### src/rtl/word_drain.sv
// Drains a 32-bit word buffer into a registered valid/ready output stream and flushes any
// zero-padded partial residue on timeout or request. Define WORD_DRAIN_STATS_EN for word/flush counters.
module word_drain #(
    parameter int unsigned TIMEOUT_CYCLES = 16
) (
    input  logic        clk,
    input  logic        rstn,
    input  logic [31:0] buf_dout,
    input  logic [8:0]  buf_bitsCount,
    input  logic        buf_almost_empty,
    output logic        buf_rden,
    input  logic        flush_req,
    output logic [31:0] out_data,
    output logic        out_valid,
    input  logic        out_ready,
    output logic        out_last,
    output logic [31:0] word_count,
    output logic [15:0] flush_count
);

    typedef enum logic [1:0] {S_IDLE, S_STREAM, S_PEND, S_FLUSH} state_t;

    localparam logic [7:0] TIMER_LAST = 8'(TIMEOUT_CYCLES - 1);

    state_t      state_q, state_d;
    logic [7:0]  timer_q, timer_d;
    logic [31:0] data_q;
    logic        valid_q, last_q;
    logic        can_load, has_word, has_bits, load_last;

    assign can_load = ~valid_q | out_ready;
    assign has_word = buf_bitsCount >= 9'd32;
    assign has_bits = buf_bitsCount != 9'd0;

    always_ff @(posedge clk or negedge rstn) begin
        if (!rstn) begin
            state_q <= S_IDLE;
            timer_q <= 8'd0;
        end else begin
            state_q <= state_d;
            timer_q <= timer_d;
        end
    end

    always_comb begin
        state_d = state_q;
        unique case (state_q)
            S_IDLE: begin
                if (has_word)      state_d = S_STREAM;
                else if (has_bits) state_d = S_PEND;
            end
            S_STREAM: begin
                if (buf_almost_empty) state_d = has_bits ? S_PEND : S_IDLE;
            end
            S_PEND: begin
                if (has_word)                                  state_d = S_STREAM;
                else if (!has_bits)                            state_d = S_IDLE;
                else if (timer_q == TIMER_LAST || flush_req)   state_d = S_FLUSH;
            end
            S_FLUSH: begin
                // Single read; stay streaming only if a full word is still left behind it.
                if (can_load) state_d = (buf_bitsCount >= 9'd64) ? S_STREAM : S_IDLE;
            end
            default: state_d = S_IDLE;
        endcase

        timer_d = timer_q;
        if (state_d == S_PEND && state_q != S_PEND)     timer_d = 8'd0;
        else if (state_q == S_PEND && timer_q != 8'hFF) timer_d = timer_q + 8'd1;
    end

    always_comb begin
        buf_rden  = 1'b0;
        load_last = 1'b0;
        unique case (state_q)
            S_STREAM: buf_rden = can_load & ~buf_almost_empty;
            S_FLUSH: begin
                buf_rden  = can_load & has_bits;
                load_last = ~has_word;
            end
            default: ;
        endcase
    end

    always_ff @(posedge clk or negedge rstn) begin
        if (!rstn) begin
            data_q  <= 32'd0;
            valid_q <= 1'b0;
            last_q  <= 1'b0;
        end else if (buf_rden) begin
            data_q  <= buf_dout;
            valid_q <= 1'b1;
            last_q  <= load_last;
        end else if (out_ready) begin
            valid_q <= 1'b0;
            last_q  <= 1'b0;
        end
    end

    assign out_data  = data_q;
    assign out_valid = valid_q;
    assign out_last  = last_q;

`ifdef WORD_DRAIN_STATS_EN
    logic [31:0] wcnt_q;
    logic [15:0] fcnt_q;

    always_ff @(posedge clk or negedge rstn) begin
        if (!rstn) begin
            wcnt_q <= 32'd0;
            fcnt_q <= 16'd0;
        end else if (valid_q && out_ready) begin
            wcnt_q <= wcnt_q + 32'd1;
            if (last_q) fcnt_q <= fcnt_q + 16'd1;
        end
    end

    assign word_count  = wcnt_q;
    assign flush_count = fcnt_q;
`else
    assign word_count  = 32'd0;
    assign flush_count = 16'd0;
`endif

endmodule

### config.mk
export PLATFORM = sky130hd
export DESIGN_NAME = word_drain
export DESIGN_NICKNAME = d
export VERILOG_FILES = /design/src/rtl/word_drain.sv
export SDC_FILE = /design/constraint.sdc
export NUM_CORES = 1
export LEC_CHECK = 0
export CORE_UTILIZATION = 39
export DETAILED_ROUTE_END_ITERATION = 10
export PLACE_DENSITY = 0.8
export SYNTH_ARGS = -nofsm -noshare
export SYNTH_HDL_FRONTEND = slang
export SYNTH_SLANG_ARGS = --single-unit
### constraint.sdc
create_clock -name clk -period 3.7 [get_ports clk]
set_input_delay 1.11 -clock clk [delete_from_list [all_inputs] [get_ports clk]]
set_output_delay 1.11 -clock clk [all_outputs]
set_load 0.05 [all_outputs]
Yosys cells after proc, flatten, opt, wreduce, memory -nomap -nowiden
Index checks and enable logic that the tools add are counted.
{"block": "word_totals", "ff_bits": 44, "in_bits": 46, "out_inout_bits": 83}
{"block": "classes", "add_sub_neg": 1, "n_lt_le_gt_ge": 2, "eq_ne": 7, "mux": 17, "n_bitwise": 6, "n_reduce_logical": 7}
{"cell": "$mux 2", "count": 8}
{"cell": "$mux 8", "count": 2}
{"cell": "$ge 9x6->1 const B", "count": 1}
{"cell": "$ge 9x7->1 const B", "count": 1}
{"cell": "$reduce_bool 9->1", "count": 1}
{"cell": "$add 8x1->8 const B", "count": 1}
{"cell": "$eq 8x4->1 const B", "count": 1}
{"cell": "$ne 8x8->1 const B", "count": 1}
{"cell": "$pmux 2 s4", "count": 1}
{"cell": "$eq 2x2->1 const B", "count": 3}
{"cell": "$mux 1", "count": 5}
{"cell": "$reduce_bool 2->1", "count": 2}
{"cell": "$not 1->1", "count": 3}
{"cell": "$and 1x1->1", "count": 2}
{"cell": "$eq 2x1->1 const B", "count": 1}
{"cell": "$logic_and 1x1->1", "count": 2}
{"cell": "$logic_not 2->1", "count": 1}
{"cell": "$ne 2x2->1 const B", "count": 1}
{"cell": "$pmux 1 s2", "count": 1}
{"cell": "$logic_or 1x1->1", "count": 1}
{"cell": "$or 1x1->1", "count": 1}

Longest topological paths before layout
{"block": "logic_depth", "word_depth": 9, "mapped_depth": 6, "ltp_nobuf": 5}

Least setup slack after synthesis
No wires, ideal clock.
{"block": "synth_path", "path_kind": "input to output", "start": "in buf_bitsCount[2]", "end": "out buf_rden", "arrival_ns": 2.211, "required_time_ns": 2.590, "slack_ns": 0.379, "cell_stages": 4, "n_path_buf": 1, "path_cell_list": "or4_4 nor4_4 nor3b_2 buf_6"}
{"block": "synth_between", "elab_chain_cells": 3}
{"item": "from (decl)", "line": "9", "text": "input logic [8:0] buf_bitsCount,"}
{"item": "$reduce_bool 9->1", "line": "33", "text": "assign has_bits = buf_bitsCount != 9'd0;"}
{"item": "$and 1x1->1", "line": "78", "text": "buf_rden = can_load & has_bits;"}
{"item": "$pmux 1 s2", "line": "75", "text": "unique case (state_q)"}
{"item": "to (decl)", "line": "11", "text": "output logic buf_rden,"}
Every way passes these cells.

Worst setup path after layout
Ends and elaborated chain as after synthesis.

==> results.py <==
metrics = {
    "outcome": {
        "status": "finished clean",
    },
    "floorplanning": {
        "die_w_um": 80.8,
        "initial_core_util": 0.406,
        "die-area_sq_um": 6520,
        "die_y_um": 80.8,
        "rows": 28,
        "coreArea_sq_um": 5960,
        "io_pins": 129,
    },
    "synthesis": {
        "syn_area_sq_um": 2420,
        "synthSimpleGateAreaFrac": 0.102,
        "yosysTopAreaCell": "dfrtp_1",
        "yosysMostFrequentCell": "buf_4",
        "ys.flop_type": "dfrtp_1",
        "synth.mux.area_fraction": 0.198,
        "synth_commonest_cells": "buf_4 (48), dfrtp_1 (44), mux2_4 (29)",
        "yosys_warnings": 0,
        "ys_top_cells_by_area": "dfrtp_1 (46%), mux2_4 (18%), buf_4 (15%)",
        "async_flop_share": 1.00,
        "syn_inst": 198,
        "syn_avg_cell_area_sq_um": 12.2,
        "synth_top_family_by_area": "multiplexers",
        "synth_xor_area_frac": 0.0109,
        "synth-compound-area-share": 0.0543,
        "synth_edf_count": 0,
        "synthAdderAreaFrac": 0.00517,
        "seq_area_frac_synth": 0.455,
        "ys_types": 43,
        "ys_ff_latch": 44,
        "yosys.area.top_type_share": 0.455,
    },
    "sta": {
        "fmax_mhz": 277,
        "setup_viol": 0,
        "hold_viol": 0,
        "fin_skew_ps": 5.45,
        "rsz0062_at_grt": "no",
        "fin_ws_ps": 88.3,
        "fin_crit_ps": 3610,
        "worst_pin_slew_ps": 959,
        "max_slew_margin": 0.360,
        "drv_slew": 0,
        "finalCritPeriodShare": 0.976,
    },
    "global_route": {
        "overflow": 0,
        "grt_util_met2": 0.247,
        "grt_use_met1": 0.161,
        "grt.total_usage": 0.138,
        "grt_pass1_vias": 1555,
        "grt_max_degree": 45,
        "antenna_found_initial": 0,
        "grt_busiest_layer": "met2",
        "grt_util_met3": 0.0337,
        "grt_pass1_wl_um": 6980,
    },
    "route": {
        "drt_iter0_drc": 39,
        "vias_per_cell": 4.54,
        "drc": 0,
        "vias": 1622,
        "wl_per_cell_um": 12.5,
        "drt_wl_total_um": 4470,
        "dr.pass1.iters": 4,
        "ant_nets": 0,
    },
    "placement": {
        "portBuffers": 80,
        "placed_cell_area_sq_um": 3120,
        "dp_slack_ps": -58.5,
        "gp_congestion": 0.835,
        "place_hpwl_um": 3270,
    },
    "power": {
        "pwr-share-seq": 0.272,
        "swShare": 0.459,
        "power.share.clock": 0.127,
        "p_leak_nw": 1.48,
        "cellPowerDensity_nw_per_um2": 926,
        "power_switching_mw": 1.38,
        "power.internal_mw": 1.62,
        "worst_ir_drop_vdd_v": 0.000465,
        "combPwrFrac": 0.601,
    },
    "layout": {
        "final_cell_area_sq_um": 3250,
        "regArea_sq_um": 1100,
        "drive_gt1_frac": 0.181,
        "syn2layout_area_growth_pct": 34.2,
        "nets": 328,
        "diodes": 0,
        "nFillCells": 526,
        "multi_input_area_sq_um": 1090,
    },
    "setup_path": {
        "start_kind": "primary input",
        "critPathArrivalTime_ps": 2500,
        "critPathCaptureType": "output pin",
        "path_max_fanout": 2,
        "cp.required_ps": 2590,
        "crit_type": "primary input to output pin",
    },
    "job": {
        "cap_viol_max_count": 0,
    },
    "clocking": {
        "cts_buffers": 5,
        "htreeDepth": 2,
        "root_buffer": "clkbuf_8",
        "cts_sinks": 44,
        "clk_latency_ps": 290,
        "clockBufferDepth": 2,
        "tritoncts": "done",
        "cts.clk_slew.worst_paths_ps": 80,
        "postCtsSetupBuffers": 0,
    },
    "hold_path": {
        "min_path_type": "flop to flop",
    },
}
## per-stage QoR
stage / TNS [ps] / hold WS, ps / utilization / cells / power [mW]
final: 0 / 512 / 0.545 / 357 / 3.01
after CTS: 0 / 517 / 0.544 / 357 / 3.03
after detailed placement: -58.5 / 492 / 0.524 / 349 / 2.64
after floorplan: 0 / 517 / - / 245 / 2.15
after global placement: -27.3 / 491 / 0.524 / 349 / 2.61
after global routing: 0 / 524 / 0.545 / 357 / 3.15
## registers in the layout, summed over array words and instances (netlist names)
| signal | cells |
|---|---|
| state_q | 2 |
| out_valid | 1 |
| timer_q | 8 |
| out_data | 32 |
| out_last | 1 |
## area by class of cell
class                   instances  share of cell area
flip-flops and latches         44               0.339
multi-input cells             144               0.335
repair buffers                 83               0.256
clock buffers                   6              0.0254
inverters                       3             0.00347
well taps                      75              0.0289
clock inverters                 2              0.0119
## per-layer routing
metal,vias to the layer above,part of all wire
li1,751,-
met2,84,0.50
met3,6,0.076
met5,-,0
met4,0,0.0094
met1,781,0.41
## critical path, stage by stage
cell,delay [ps]
clkdlybuf4s50_1,390
or4_4,440
nor4_4,310
nor3b_4,90
buf_12,160
## placed cells by master, fill, tap and decap left out, drive strengths merged, types with 2 or more instances in the layout
| master | n |
|---|---|
| mux2 | 32 |
| or4 | 2 |
| nand3 | 3 |
| dfrtp | 44 |
| nor3 | 2 |
| nor3b | 2 |
| clkbuf | 6 |
| buf | 5 |
| dlygate4sd2 | 3 |
| xnor2 | 2 |
| o21ai | 5 |
| o31a | 2 |
| clkdlybuf4s50 | 72 |
| a21oi | 7 |
| nand2b | 3 |
| dlymetal6s2s | 3 |
| or3 | 2 |
| nor2b | 2 |
| nor4 | 3 |
| conb | 48 |
| nand2 | 2 |
| inv | 3 |
| nor2 | 10 |
| nand4b | 2 |
## worst paths after layout
| path | from | to | slack (ps) | cells after the start |
|---|---|---|---|---|
| max in group asynchronous | rstn | out_last | 2140 | 1 |
| min | out_data[23] | out_data[23] | 510 | 1 |
| min in group asynchronous | rstn | out_data[15] | 970 | 1 |
| min reg2reg | out_data[23] | out_data[23] | 510 | 1 |
| max reg2reg | state_q[0] | out_data[0] | 1640 | 4 |
| max | buf_bitsCount[2] | buf_rden | 90 | 5 |
## power groups by stage
stage | registers (mW) | logic [mW] | clock network, mW
floorplan | 1.45 | 0.703 | 0
CTS | 0.819 | 1.82 | 0.396
global placement | 0.815 | 1.79 | 0
finish | 0.819 | 1.81 | 0.381
global route | 0.851 | 1.88 | 0.414
detailed placement | 0.827 | 1.81 | 0
## cell families after synthesis
group           Yosys count
other cells               1
fa+ha+maj                 1
xor+xnor                  3
flops                    44
simple gates             39
buf+inv                  57
compound gates           20
mux                      33
## what timing repair did
item | 4_1_cts | 5_1_grt
setup endpoints to repair | 1 | 1
pin swaps | 3 | 3
resized for setup | 4 | 3
hold buffers | 0 | 0
Note: power is estimated with default switching activity, not from simulation.
